--- config.mk ---
export PLATFORM = sky130hd
export DESIGN_NAME = conv_vect_feeder
export DESIGN_NICKNAME = d
export VERILOG_FILES = /design/src/rtl/conv_vect_feeder.sv
export SDC_FILE = /design/constraint.sdc
export NUM_CORES = 1
export LEC_CHECK = 0
export ABC_AREA = 1
export CORE_MARGIN = 1
export CORE_UTILIZATION = 40
export CTS_CLUSTER_DIAMETER = 100
export CTS_CLUSTER_SIZE = 14
export DETAILED_ROUTE_END_ITERATION = 10
export PLACE_DENSITY = 0.67
export RECOVER_POWER = 50
export REMOVE_ABC_BUFFERS = 1
export SYNTH_ARGS = -nofsm -noshare
export SYNTH_HDL_FRONTEND = slang
export SYNTH_SLANG_ARGS = --single-unit
--- constraint.sdc ---
create_clock -name clk -period 2.2 [get_ports clk]
set_input_delay 0.44 -clock clk [delete_from_list [all_inputs] [get_ports clk]]
set_output_delay 0.44 -clock clk [all_outputs]
set_load 0.005 [all_outputs]
--- src/rtl/conv_vect_feeder.sv ---
// Serial replay source for the convolution vector engine: buffers up to two pixel
// vectors and streams each element REPEAT times with line/frame framing flags.
module conv_vect_feeder #(
    parameter int DATA_WIDTH = 8,
    parameter int VECT_LEN   = 8,
    parameter int REPEAT     = 3,
    parameter int STRING_LEN = 224,
    parameter int STRING_NUM = 224
) (
    input  logic                           clk,
    input  logic                           reset_n,
    input  logic [VECT_LEN*DATA_WIDTH-1:0] vect_i,
    input  logic                           vect_valid_i,
    input  logic                           vect_sof_i,
    output logic                           vect_ready_o,
    output logic signed [DATA_WIDTH-1:0]   data_o,
    output logic                           valid_o,
    output logic                           sop_o,
    output logic                           eop_o,
    output logic                           sof_o,
    output logic                           eof_o,
    output logic                           busy_o
);

    localparam int REP_W  = $clog2(REPEAT) + 1;
    localparam int ELEM_W = $clog2(VECT_LEN) + 1;
    localparam int COL_W  = $clog2(STRING_LEN) + 1;
    localparam int ROW_W  = $clog2(STRING_NUM) + 1;

    typedef enum logic {IDLE, STREAM} state_t;

    state_t                         state;
    logic [VECT_LEN*DATA_WIDTH-1:0] buf_vect [2];
    logic [1:0]                     buf_sof;
    logic                           wr_ptr, rd_ptr;
    logic [1:0]                     count, count_next;
    logic [REP_W-1:0]               rep_cnt;
    logic [ELEM_W-1:0]              elem_cnt;
    logic [COL_W-1:0]               col, eff_col;
    logic [ROW_W-1:0]               row, eff_row;
    logic                           accept, emit, first, last;
    logic                           rep_last, elem_last, col_last, row_last;
    logic [VECT_LEN*DATA_WIDTH-1:0] head;
    logic [DATA_WIDTH-1:0]          sample;

    always_comb begin
        vect_ready_o = (count < 2'd2);
        accept       = vect_valid_i & vect_ready_o;
        emit         = (count != 2'd0);
        head         = buf_vect[rd_ptr];
        rep_last     = (rep_cnt == REP_W'(REPEAT - 1));
        elem_last    = (elem_cnt == ELEM_W'(VECT_LEN - 1));
        first        = emit && (rep_cnt == '0) && (elem_cnt == '0);
        last         = emit && rep_last && elem_last;
        // A sof-flagged head pixel is positioned at the frame origin for its whole duration.
        eff_col      = buf_sof[rd_ptr] ? '0 : col;
        eff_row      = buf_sof[rd_ptr] ? '0 : row;
        col_last     = (eff_col == COL_W'(STRING_LEN - 1));
        row_last     = (eff_row == ROW_W'(STRING_NUM - 1));
        count_next   = count + {1'b0, accept} - {1'b0, last};
        busy_o       = emit | (state == STREAM);
        sample       = '0;
        for (int unsigned m = 0; m < VECT_LEN; m++) begin
            if (elem_cnt == ELEM_W'(m)) begin
                sample = head[m*DATA_WIDTH +: DATA_WIDTH];
            end
        end
    end

    always_ff @(posedge clk or negedge reset_n) begin
        if (!reset_n) begin
            state       <= IDLE;
            buf_vect[0] <= '0;
            buf_vect[1] <= '0;
            buf_sof     <= '0;
            wr_ptr      <= 1'b0;
            rd_ptr      <= 1'b0;
            count       <= '0;
            rep_cnt     <= '0;
            elem_cnt    <= '0;
            col         <= '0;
            row         <= '0;
            data_o      <= '0;
            valid_o     <= 1'b0;
            sop_o       <= 1'b0;
            eop_o       <= 1'b0;
            sof_o       <= 1'b0;
            eof_o       <= 1'b0;
        end else begin
            if (accept) begin
                buf_vect[wr_ptr] <= vect_i;
                buf_sof[wr_ptr]  <= vect_sof_i;
                wr_ptr           <= ~wr_ptr;
            end
            count   <= count_next;
            // STREAM marks cycles presenting a sample; IDLE is entered once nothing is left.
            state   <= emit ? STREAM : IDLE;
            valid_o <= emit;
            sop_o   <= first && (eff_col == '0);
            sof_o   <= first && (eff_col == '0) && (eff_row == '0);
            eop_o   <= last && col_last;
            eof_o   <= last && col_last && row_last;
            if (emit) begin
                data_o <= sample;
                if (rep_last) begin
                    rep_cnt  <= '0;
                    elem_cnt <= elem_last ? '0 : elem_cnt + ELEM_W'(1);
                end else begin
                    rep_cnt <= rep_cnt + REP_W'(1);
                end
            end
            if (last) begin
                rd_ptr <= ~rd_ptr;
                if (col_last) begin
                    col <= '0;
                    row <= row_last ? '0 : eff_row + ROW_W'(1);
                end else begin
                    col <= eff_col + COL_W'(1);
                    row <= eff_row;
                end
            end
        end
    end

endmodule

* Yosys cells after proc, flatten, opt, wreduce, memory -nomap -nowiden
Index checks and enable logic that the tools add are counted. W data, S select, Z words.
Word-level totals: bits of input ports 68, output and inout bits 15, logic and storage cells 89, latch bits 0, memories 0, flip-flop bits (word level) 173, memory bits (writable) 0, bits in read-only memories 0
Cells by class: order comparisons 7, muxes and demuxes 27, reduce and logical (&&, ||, !) cells 16, eq/ne operators 10, bitwise logic cells 6, multiply operators 0, $add $sub $neg 6, shift-type cells 0, divide/modulo/power cells 0
Operator list (number):
- $mux W64 | 4
- $bwmux W128 | 1
- $demux W64 S1 | 1
- $mux W8 | 8
- $mux W9 | 5
- $add A9 B1 Y9 const B | 2
- $eq A9 B8 Y1 const B | 2
- $logic_not A9 Y1 | 2
- $eq A4 B3 Y1 const B | 4
- $logic_and A1 B1 Y1 | 10
- $eq A4 B2 Y1 const B | 2
- $add A4 B1 Y4 const B | 1
- $eq A4 B1 Y1 const B | 1
- $ge A2 B2 Y1 const B | 2
- $logic_not A4 Y1 | 1
- $lt A1 B2 Y1 const B | 2
- $mux W1 | 4
- $mux W4 | 1
- $not A1 Y2 | 2
- $add A3 B1 Y3 const B | 1
- $eq A3 B2 Y1 const B | 1
- $logic_not A3 Y1 | 1
- $mux W3 | 1
- $add A2 B1 Y2 | 1
- 11 further kinds | 12

* Depth between registers and ports, before layout
word-level depth 12, depth in mapped cells 16, mapped depth without buffers 16

* Least setup slack after synthesis
Ideal clock, no wire load.
path type reg-to-reg, start register rd_ptr, end register row[7], setup time 116 ps, period minus slack after synthesis 2073 ps, arrival 1957 ps, cell stages (with the launch flop) 16, setup slack 127 ps, buffers on the path 1, data required time 2084 ps, cells stage by stage dfrtp_1 > inv_2 > nand2_2 > nand2_4 > buf_6 > nor2_1 > ha_1 > nand4_1 > nor2_2 > nand2_1 > nor2_2 > nand3_1 > nand2_1 > nand2_1 > nand2_1 > nand2_1
On the way: longest elaborated chain between the ends 6, elaborated cells between the ends (all ways) 9, those cells by class 1 x add/sub; 2 x eq/ne; 6 x mux
RTL lines:
- from (decl) | RTL line 35 | logic wr_ptr, rd_ptr;
- from (signal assigned) | RTL line 113 | rd_ptr <= ~rd_ptr;
- $mux W1 (not written as such) (*) (2 in a row) | RTL line 56, 57
- $mux W9 | RTL line 57 | eff_row = buf_sof[rd_ptr] ? '0 : row;
- $add A9 B1 Y9 / $eq A9 B8 Y1 (equally long branches) | RTL line 116, 59
- $mux W9 | RTL line 116 | row <= row_last ? '0 : eff_row + ROW_W'(1);
- $mux W9 (*) | RTL line 114 | if (col_last) begin
- to (signal assigned) | RTL line 116
- to (signal assigned) | RTL line 119 | row <= eff_row;
- to (decl) | RTL line 40 | logic [ROW_W-1:0] row, eff_row;
Mark *: on every way between the ends. The rest lies on a longest branch, timed or not. The select of a mux whose other input is x is not followed. A chain may end at the register's enable or synchronous reset.

* Final worst setup path
Same ends and word-level chain as after synthesis.

==> results.tsv <==
stage	metric	value	unit
final_layout	num-nets-final	1277	
setup_path	rr_endpoint	row[7]$_DFFE_PN0P_	
placed_design	place_hpwl	13.4	mm
synth	seq_area_frac_synth	50.2	%
placed_design	portBuffers	82	
floorplan	fp.coreArea	21000	sq um
timing	hold_viol	0	
grt	antenna_found_initial	0	
hold_path	worstHoldPathType	reg -> reg	
routing	routedWlPerCell	13.5	um
timing	fin_crit_sh	93.5	%
timing	holdWs	0.484	ns
hold_path	min_to	buf_vect[0]$_DFFE_PN0P_	
floorplan	rows	53	
final_layout	utilization	49.9	%
synth	synth_ff_type	dfrtp_1	
outcome	status	finished, final reports clean	
clock_network	numCtsBuffers	17	
timing	worst_pin_slew	1.20	ns
final_layout	antenna_cells	0	
clock_network	cts_tree	done	
floorplan	initial_utilization	40.8	%
synth	synth_top_cell_by_area	dfrtp_1	
final_layout	drive_above_1_share	9.41	%
setup_path	critPathKind	reg -> reg	
setup_path	end_kind	register	
synth	ys_async_sr_fraction	100	%
synth	synth_edf_count	0	
routing	drt-total-wl	20.1	mm
synth	syn_area	8570	sq um
power	vdd_drop_max	0.000591	V
routing	ant_nets	0	
routing	drc	0	
synth	yosysWarnings	0	
power	p_leak	5.28	nW
placed_design	dpl.cell_count	1450	
grt	grt.met2_usage	34.1	%
synth	synth_top_area_share	50.2	%
timing	relSlewSlack	20.1	%
grt	grt_pass1_wl	34.4	mm
setup_path	reg2reg_depth	15	
timing	fin_skew	0.0159	ns
synth	ys_ff_latch	172	
grt	grt_max_degree	87	
final_layout	fillers	2050	
timing	finalSetupViolCount	0	
routing	vias_per_cell	4.84	
synth	synth_common_cells	nand2_1, dfrtp_1, o21ai_0	
clock_network	cts_htree_levels	4	
setup_path	r2r-start	rd_ptr$_DFFE_PN0P_	
power	power.density	1220	nW/um^2
grt	busiest_layer	met2	
clock_network	clk_latency	0.43	ns
setup_path	worstPathMaxFanout	8	
hold_path	hold_start	buf_vect[0]$_DFFE_PN0P_	
routing	via_count	7190	
grt	use_met3	3.90	%
clock_network	path_clk_slew	0.07	ns
timing	slew_violations	0	
timing	clock.fmax	486	MHz
grt	grtUsageTotal	19.8	%
routing	first_pass_iters	5	
setup_path	r2r_slack	0.14	ns
grt	groute.layer.met1.usage	24.9	%
synth	syn_inst	1110	
final_layout	area_growth	22.3	%
timing	min_period	2.06	ns
synth	synthTopCellsByArea	dfrtp_1, nand2_1, o21ai_0, inv_1, a21oi_1	
synth	yosysMostFrequentCell	nand2_1	
placed_design	gp_congestion	0.862	
power	power.total	12.8	mW
hold_path	holdPathStages	2	
flow_run	maxCapViolCount	0	
clock_network	cts.sinks	172	
clock_network	cts_root_buf	clkbuf_16	
floorplan	die_h	148	um
setup_path	arrival	2.37	ns
clock_network	cts_max_path_buffers	2	
grt	overflow	0	
routing	first_iter_violations	476	
floorplan	die-area	22000	sq um
final_layout	fin_cells	1487	
synth	yosysUniqueCellTypes	37	
grt	grt_pass1_vias	7122	
floorplan	die_w	148	um
setup_path	start_kind	register	
synth	synth.avg_cell_area	7.72	sq um
floorplan	ios	83	
setup_path	cp_data_required_time	2.51	ns
==> how the worst max path moves through the flow <==
stage                                  startpoint                 end  depth (start not counted)
after floorplan                rd_ptr$_DFFE_PN0P_  row[7]$_DFFE_PN0P_                         14
after global placement    elem_cnt[0]$_DFFE_PN0N_  count[1]$_DFF_PN0_                         10
after detailed placement  elem_cnt[0]$_DFFE_PN0N_  count[1]$_DFF_PN0_                         10
after CTS                      count[0]$_DFF_PN0_  count[1]$_DFF_PN0_                         10
after global routing           rd_ptr$_DFFE_PN0P_  row[5]$_DFFE_PN0P_                         16
final                          rd_ptr$_DFFE_PN0P_  row[7]$_DFFE_PN0P_                         15
==> critical path: stages (launching register included) <==
cell and delay (ns):
dfrtp_2 0.40, inv_2 0.07, nand2_4 0.08, nand2_4 0.09
buf_4 0.17, nor2_8 0.07, ha_2 0.17, inv_1 0.05
nor3_1 0.18, nand3_1 0.15, nor2_2 0.18, a21oi_4 0.08
nand2_1 0.09, nand2_1 0.05, nand2_1 0.05, nand2_1 0.04
==> metal layers <==
| layer | share of wire, % | up-vias |
|---|---|---|
| li1 | - | 3674 |
| met1 | 45 | 3321 |
| met2 | 49 | 163 |
| met3 | 3.9 | 32 |
| met4 | 1.8 | 0 |
| met5 | 0 | - |
==> per-stage QoR <==
| stage | worst slack [ns] | setup TNS [ns] | instance area (sq um) |
|---|---|---|---|
| detailed placement | 0.118 | 0 | 9890 |
| global placement | 0.167 | 0 | 9890 |
| floorplan | -1.56 | -129.47 | 8310 |
| CTS | 0.0971 | 0 | 10500 |
| finish | 0.144 | 0 | 10500 |
| global route | -0.00972 | -0.00972 | 10500 |
==> layout by cell type (no fill, tap or decap), types with 7 or more instances in the layout <==
cell type and n:
ha_1 9, inv_1 113, a31oi_1 17, buf_4 28, clkdlybuf4s50_1 80, o21ai_0 144, clkbuf_16 17, dfrtp_1 171
a21oi_1 37, nor2_2 10, nand2_1 414, nand4_1 7, nor2_1 40, nand3_1 32, buf_12 9
==> state kept, by name (all words and copies together) (netlist names) <==
name	count
buf_vect	128
col	9
row	9
data_o	8
elem_cnt	4
rep_cnt	3
buf_sof	2
count	2
eof_o	1
eop_o	1
rd_ptr	1
sof_o	1
sop_o	1
state	1
wr_ptr	1
==> repair_timing <==
item | 4_1_cts | 5_1_grt
endpoints found under the hold margin | 37 | 0
resized for setup | 3 | 3
hold buffers | 1 | 0
pin swaps | 1 | 5
setup buffers | 1 | 3
setup endpoints to repair | 1 | 7
==> cells by family after synthesis <==
kind of cell	after synthesis	share of synthesized area, %
xor gates and xnor gates	8	0.818
and+or+nand+nor	534	26.4
DFF	172	50.2
adders and majority gates	10	1.46
AOI/OAI and AO/OA	211	12.8
buffers and inverters	175	8.31
==> final cells by class <==
cell class	count	area [sq um]	share of cell area, %
flip-flops and latches	172	4310	41.1
clock inverters	15	153	1.46
repair buffers	124	1240	11.8
multi-input cells	763	3560	34.0
clock buffers	17	425	4.06
inverters	121	455	4.34
well taps	275	344	3.28
==> power breakdown <==
group	total, mW	switching (mW)	internal (mW)
clock	2.99	1.39	1.60
sequential	5.15	0.687	4.46
combinational	4.65	2.80	1.85
total	12.8	4.88	7.91
Note: power is estimated with default switching activity, not from simulation.
